===== src/rtl/seg7_pkg.sv =====
// seg7_pkg: shared segment encodings and sizing helper for the 7-segment display blocks
package seg7_pkg;

    localparam logic [6:0] SEG_BLANK = 7'b1111111;

    // Active-low {g,f,e,d,c,b,a}; entry k encodes BCD digit k
    localparam logic [9:0][6:0] SEG_CODES = {
        7'b0010000, 7'b0000000, 7'b1111000, 7'b0000010, 7'b0010010,
        7'b0011001, 7'b0110000, 7'b0100100, 7'b1111001, 7'b1000000
    };

    function automatic int clog2(input int n);
        int r;
        r = 0;
        while ((1 << r) < n) r++;
        return (r < 1) ? 1 : r;
    endfunction

endpackage


===== src/rtl/seg7_decode.sv =====
// seg7_decode: BCD digit to active-low 7-segment pattern; non-BCD codes go dark
module seg7_decode
    import seg7_pkg::*;
(
    input  logic [3:0] bcd,
    output logic [6:0] seg
);

    assign seg = (bcd > 4'd9) ? SEG_BLANK : SEG_CODES[bcd];

endmodule


===== src/rtl/seg7_scan_mux.sv =====
// seg7_scan_mux: time-multiplexed common-anode 7-segment driver with frame-synchronous
// digit updates, leading-zero blanking and per-digit decimal points
module seg7_scan_mux
    import seg7_pkg::*;
#(
    parameter int NUM_DIGITS  = 4,
    parameter int REFRESH_DIV = 50000
) (
    input  logic                    clk,
    input  logic                    rst,
    input  logic [4*NUM_DIGITS-1:0] digit_in,
    input  logic [NUM_DIGITS-1:0]   dp_in,
    input  logic                    load,
    input  logic                    blank_lz,
    input  logic                    enable,
    output logic [6:0]              seg,
    output logic                    dp,
    output logic [NUM_DIGITS-1:0]   an,
    output logic                    frame_done
);

    localparam int IW = clog2(NUM_DIGITS);
    localparam int CW = clog2(REFRESH_DIV);

    logic [CW-1:0]                cnt;
    logic [IW-1:0]                idx;
    logic [NUM_DIGITS-1:0][3:0]   act_dig, pend_dig;
    logic [NUM_DIGITS-1:0]        act_dp, pend_dp;
    logic                         pend_valid;
    logic                         tick, boundary, blank;
    logic [6:0]                   cur_seg;

    assign tick     = enable && (cnt == CW'(REFRESH_DIV - 1));
    assign boundary = tick && (idx == IW'(NUM_DIGITS - 1));
    // Current digit and everything above it are zero when the shifted-down value is zero
    assign blank    = blank_lz && (idx != '0) && ((act_dig >> {idx, 2'b00}) == '0);

    seg7_decode u_dec (
        .bcd (act_dig[idx]),
        .seg (cur_seg)
    );

    always_ff @(posedge clk or posedge rst) begin
        if (rst) begin
            cnt        <= '0;
            idx        <= '0;
            frame_done <= 1'b0;
            act_dig    <= '0;
            act_dp     <= '0;
            pend_dig   <= '0;
            pend_dp    <= '0;
            pend_valid <= 1'b0;
        end else begin
            if (enable) cnt <= tick ? '0 : cnt + CW'(1);
            if (tick) idx <= boundary ? '0 : idx + IW'(1);
            frame_done <= boundary;
            if (load && !boundary) begin
                pend_dig <= digit_in;
                pend_dp  <= dp_in;
            end
            pend_valid <= boundary ? 1'b0 : (load || pend_valid);
            // A load landing on the boundary bypasses pending so the newest value wins
            if (boundary && (load || pend_valid)) begin
                act_dig <= load ? digit_in : pend_dig;
                act_dp  <= load ? dp_in : pend_dp;
            end
        end
    end

    always_ff @(posedge clk or posedge rst) begin
        if (rst) begin
            seg <= SEG_BLANK;
            dp  <= 1'b1;
            an  <= '1;
        end else begin
            seg <= (enable && !blank) ? cur_seg : SEG_BLANK;
            dp  <= ~(enable && act_dp[idx]);
            an  <= enable ? ~(NUM_DIGITS'(1) << idx) : '1;
        end
    end

endmodule

===== config.mk =====
export PLATFORM = sky130hd
export DESIGN_NAME = seg7_scan_mux
export DESIGN_NICKNAME = d
export VERILOG_FILES = /design/src/rtl/seg7_pkg.sv /design/src/rtl/seg7_decode.sv /design/src/rtl/seg7_scan_mux.sv
export SDC_FILE = /design/constraint.sdc
export NUM_CORES = 1
export LEC_CHECK = 0
export BUFFER_PORTS_ARGS = -buffer_cell sky130_fd_sc_hd__buf_4
export CELL_PAD_IN_SITES_DETAIL_PLACEMENT = 2
export CELL_PAD_IN_SITES_GLOBAL_PLACEMENT = 2
export CORE_MARGIN = 1
export CORE_UTILIZATION = 43
export DETAILED_ROUTE_END_ITERATION = 8
export GPL_TIMING_DRIVEN = 0
export HOLD_SLACK_MARGIN = 0.15
export PLACE_DENSITY_LB_ADDON = 0.2
export SETUP_SLACK_MARGIN = 0.02
export SKIP_CTS_REPAIR_TIMING = 1
export SLEW_MARGIN = 15
export SYNTH_ARGS = -nofsm -noshare
export SYNTH_HDL_FRONTEND = slang
export SYNTH_SLANG_ARGS = --single-unit

===== constraint.sdc =====
create_clock -name clk -period 5.6 [get_ports clk]
set_clock_uncertainty 0.2 [all_clocks]
set_input_delay 0.84 -clock clk [delete_from_list [all_inputs] [get_ports clk]]
set_output_delay 0.84 -clock clk [all_outputs]
set_load 0.005 [all_outputs]

Word level (Yosys, flattened, before mapping)
Memories as Yosys holds them, arrays and structs flattened.
Cells that the tools add are included.
Widths: inputs -> output; s select.
{ "word_totals": {"romBits": 112, "reg_bits": 72, "memories": 1} }
{ "classes": {"n_eq_ne": 2, "bitwise": 2, "n_mux": 13, "n_lt_le_gt_ge": 3, "reduce_logical": 13, "n_shift": 2, "addsub": 2} }
{ "mem_list": {"columns": ["memory", "depth", "width", "read_ports", "rd_ports_with_merged_regs", "wr", "line_no", "rtl"], "rows": [
  ["(no name shown)", 16, 7, 1, 0, 0, "seg7_decode.sv:9", "assign seg = (bcd > 4'd9) ? SEG_BLANK : SEG_CODES[bcd];"]
]} }
{ "op_table": {"columns": ["op", "n"], "rows": [
  ["$mux 16", 2],
  ["$mux 7", 3],
  ["$add 16x1->16 const B", 1],
  ["$eq 16x16->1 const B", 1],
  ["$logic_not 16->1", 1],
  ["$shr 16x4->16", 1],
  ["$mux 4", 3],
  ["$bmux 4 s2", 1],
  ["$logic_and 1x1->1", 8],
  ["$lt 4x5->1 const B", 1],
  ["$gt 4x4->1 const B", 1],
  ["$not 4->4", 1],
  ["$shl 1x2->4 const A", 1],
  ["$lt 2x3->1 const B", 1],
  ["$add 2x1->2 const B", 1],
  ["$bmux 1 s2", 1],
  ["$eq 2x2->1 const B", 1],
  ["$logic_not 1->1", 2],
  ["$mux 1", 2],
  ["$mux 2", 1],
  ["$reduce_bool 2->1", 1],
  ["$logic_or 1x1->1", 1],
  ["$not 1->1", 1]
]} }

Logic depth before layout (Yosys ltp)
{ "depth": {"ltp_word": 6, "depth_mapped": 9} }

Modules after synthesis
From an unflattened synthesis, not the netlist that was laid out.
{ "hier_totals": {"hier_cells": 322, "hier_area_um2": 3524.6} }
{ "by_module_without_submodules": {"columns": ["mod", "n_inst", "area_each_um2", "cells_each"], "rows": [
  ["seg7_scan_mux", 1, 3315.7, 292],
  ["seg7_decode", 1, 209.0, 30]
]} }

Least setup slack after synthesis
No wires, ideal clock.
{ "synth_timing": {"kind": "input to register", "startpoint": "input port enable", "endpoint": "register pend_dig[0] (netlist name)", "path_buffers": 3, "path_slack_ns": 3.004, "t_arrival_ns": 2.271, "cell_stages": 8, "setup_time_ns": 0.125, "required_time_ns": 5.275, "path_cell_list": "nand3_1 -> or2_1 -> clkbuf_1 -> or3_1 -> buf_6 -> nand2_8 -> buf_12 -> mux2_4"} }
{ "synth_via": {"elab_chain_len": 4} }
{ "synth_lines": {"columns": ["element", "line_no", "rtl"], "rows": [
  ["start: declaration", "seg7_scan_mux.sv:15", "input logic enable,"],
  ["$logic_and 1x1->1", "seg7_scan_mux.sv:33", "assign tick = enable && (cnt == CW'(REFRESH_DIV - 1));"],
  ["$logic_and 1x1->1", "seg7_scan_mux.sv:34", "assign boundary = tick && (idx == IW'(NUM_DIGITS - 1));"],
  ["$logic_not 1->1", "seg7_scan_mux.sv:57", "if (load && !boundary) begin"],
  ["$logic_and 1x1->1", "seg7_scan_mux.sv:57", null],
  ["end signal: assignment", "seg7_scan_mux.sv:58", "pend_dig <= digit_in;"],
  ["end: declaration", "seg7_scan_mux.sv:27", "logic [NUM_DIGITS-1:0][3:0] act_dig, pend_dig;"]
]} }
No other way between the ends.
A chain may end at the register's enable or synchronous reset.

Worst setup path after layout
{ "layout_timing": {"startpoint": "register idx[0]", "endpoint": "register seg[0]"} }
{ "layout_via": {"elab_chain_len": 6, "elab_cells_between_ends": 14, "classes_between": "1 x order compare; 1 x shift; 5 x mux; 6 x reduce/logical; 1 x memory"} }
{ "layout_lines": {"columns": ["element", "line_no", "rtl"], "rows": [
  ["start: declaration", "seg7_scan_mux.sv:26", "logic [IW-1:0] idx;"],
  ["start signal: assignment", "seg7_scan_mux.sv:55", "if (tick) idx <= boundary ? '0 : idx + IW'(1);"],
  ["$bmux 4 s2 (tied with other cells)", "seg7_scan_mux.sv:39", ".bcd (act_dig[idx]),"],
  ["$mux 4 (implied by the code) (tied with other cells)", "seg7_scan_mux.sv:39", null],
  ["$mem_v2 16x7 / $logic_and 1x1->1 (equally long branches)", null, null],
  ["$mux 7 (implied by the code) / $logic_not 1->1 (equally long branches)", "seg7_decode.sv:9, seg7_scan_mux.sv:76", null],
  ["$mux 7 / $logic_and 1x1->1 (equally long branches)", "seg7_decode.sv:9, seg7_scan_mux.sv:76", null],
  ["$mux 7 (*)", "seg7_scan_mux.sv:76", "seg <= (enable && !blank) ? cur_seg : SEG_BLANK;"],
  ["end signal: assignment", "seg7_scan_mux.sv:76", null],
  ["end: declaration", "seg7_scan_mux.sv:16", "output logic [6:0] seg,"]
]} }
Every way passes the cells marked *; elsewhere a longest branch is shown, timed or not. The select of a mux whose other input is x is not followed.

==> impl_metrics.toml <==
[sta]
worstMarginPinSlew_ns = 0.756
slew_violations = 0
rsz0062_at_grt = "no"
tns_ns = 0
period_share_pct = 52.9
hold_viol = 0
setup_violations = 0
fmax_ghz = 0.337
relSlewSlack_pct = 48.2
finalCriticalPeriod_ns = 2.96
setup_ws_ns = 2.64

[cts]
cts_sinks = 72
cts_tree = "yes"
htree_levels = 3
cts_buffers = 9
clock-root-buffer = "clkbuf_8"
clk-insertion-delay-late_ns = 0.35
clk_pin_slew_ns = 0.08
clockBufferDepth = 2

[drt]
wl_per_cell_microns = 20.5
drcViolationCount = 0
dr.max_layer_used = "met4"
met3_length_microns = 225
m1WireLength_microns = 4200
drt_iter0_markers = 88
wirelength_microns = 9530
vias_per_cell = 5.51
final_antenna_net_count = 0
vias = 2566
wl_met2_microns = 4880
drt-pass1-iter-count = 4

[synthesis]
synthTopCellsByArea = "dfrtp_1 (41%), dfstp_2 (8.7%), mux2_4 (8.3%), o22a_1 (3.9%), nor3b_1 (3.5%)"
ys_seq_area_share_pct = 50.1
synth_area_sq_um = 3630
yosysMostFrequentCell = "dfrtp_1"
synth-edff-count = 0
synth.avg_cell_area_sq_um = 11.8
yosysTopAreaCell = "dfrtp_1"
yosys_warnings = 0
ys_types = 44
synthFlopType = "dfrtp_1"
async_flop_share_pct = 100
synth_top_area_share_pct = 41.4
ys_top_cells_by_count = "dfrtp_1 (60), inv_1 (24), mux2_4 (20), nor2_1 (20), a21oi_1 (19)"
ys_ff_latch = 72
synth_nets = 343
syn_inst = 308

[setup_path]
cp_max_fo = 8
end_kind = "flop"
r2r_cells = 9
start_kind = "flop"
crit_required_ns = 5.66
path_class = "flop to flop"
arrival_ns = 3.02

[placed_design]
hpwl_microns = 6260
pre_cts_ws_ns = 2.67
io_buffers = 36
place_congestion = 0.761

[cells_and_area]
syn2layout_area_growth_pct = 18.3
antenna_cells = 0
layout.nets = 391
drive_above_1_share_pct = 30.5

[floorplanning]
ioPinCount = 38
fp.dieH_microns = 93.8
initial_utilization_pct = 44.4
die_x_microns = 93.8
die_area_sq_um = 8800
coreArea_sq_um = 8180
placementRows = 33

[global_route]
grt_pass1_vias = 2859
antenna_found_initial = 0
grt_overflow = 0
grt_pass1_wl_microns = 15700
grt_max_degree = 63
grt_util_all_layers_pct = 24.3

[pwr]
power.density_nw_per_um2 = 284
ir_drop_mv = 0.137
p_leak_uw = 0.00199

[min_path]
min_path_type = "primary input to asynchronous set/reset pin"

[status]
status = "finished, final reports clean"

[job]
cap_viol_max_count = 0
## through the flow
| step | instance area [sq um] | hold WS (ns) | std cells | util, % | total power (uW) |
|---|---|---|---|---|---|
| after detailed placement | 4060 | 0.298 | 450 | 49.6 | 747 |
| after CTS | 4290 | 0.181 | 466 | 52.4 | 1230 |
| after floorplan | 3630 | 0.266 | 308 | - | 693 |
| after global routing | 4290 | 0.185 | 466 | 52.4 | 1270 |
| after global placement | 4030 | 0.295 | 449 | 49.3 | 734 |
| final | 4290 | 0.183 | 466 | 52.4 | 1220 |
## area by class of cell
class | instances | area (sq um)
plain buffers | 15 | 101
clock buffers | 11 | 151
clock inverters | 5 | 78.8
fillers | 843 | 3890
inverters | 25 | 96.3
multi-input cells | 196 | 1610
flip-flops and latches | 72 | 1820
well taps | 105 | 131
repair buffers | 37 | 298
## kinds of logic (layout without fill, tap and decap cells)
logic type	after synthesis	in the layout	synth area share [%]
flops	72	72	50.1
compound gates	55	55	10.5
fa+ha+maj	10	10	3.45
xor+xnor	14	14	3.38
simple gates	88	88	14.9
buf+inv	40	93	5.38
mux	29	29	12.2
## routing by layer
layer / track usage, % / vias up
li1: - / 1178
met3: 4.21 / 15
met1: 31.1 / 1324
met2: 41.0 / 49
met5: 0 / -
met4: 9.10 / 0
## worst paths after layout
path	from	endpoint	slack, ns
max reg2reg	idx[0]	seg[0]	2.64
min in group clk	pend_dig[11]	pend_dig[11]	0.32
min reg2reg	pend_dig[11]	pend_dig[11]	0.32
max	idx[0]	seg[0]	2.64
min	rst	pend_dig[15]	0.18
max in group asynchronous	rst	seg[5]	4.42
## state kept, by name, indices dropped and copies added, names as in the netlist
register	cells
act_dig	16
act_dp	4
seg	7
idx	2
pend_dig	16
pend_valid	1
dp	1
frame_done	1
an	4
cnt	16
pend_dp	4
## placed cells by master, fill, tap and decap left out, types with 3 or more instances in the layout
cell type	count
mux2_4	20
nor2_1	20
nand3_1	10
nor3b_1	17
a21oi_1	19
buf_2	4
xor2_1	6
or2_2	3
mux2i_1	3
clkbuf_8	11
clkbuf_1	8
o21ai_0	9
xnor2_1	8
mux4_2	4
and3_1	3
nand2_1	17
nor4_1	4
o221a_2	3
inv_1	23
buf_4	36
dfrtp_1	60
o22a_1	16
dfstp_2	12
ha_1	10
## critical path, stage by stage (launching register included)
cell	delay, ns
dfrtp_1	0.39
buf_2	0.25
mux4_2	0.59
inv_1	0.16
ha_1	0.23
nor2_1	0.08
or3_1	0.33
o311ai_0	0.11
o311a_1	0.37
o21ai_0	0.15
## report_power, final
part,switching [uW],total (uW),internal [uW]
sequential,35.0,591,556
combinational,68.1,147,78.7
clock,207,481,275
Note: power is estimated with default switching activity, not from simulation.
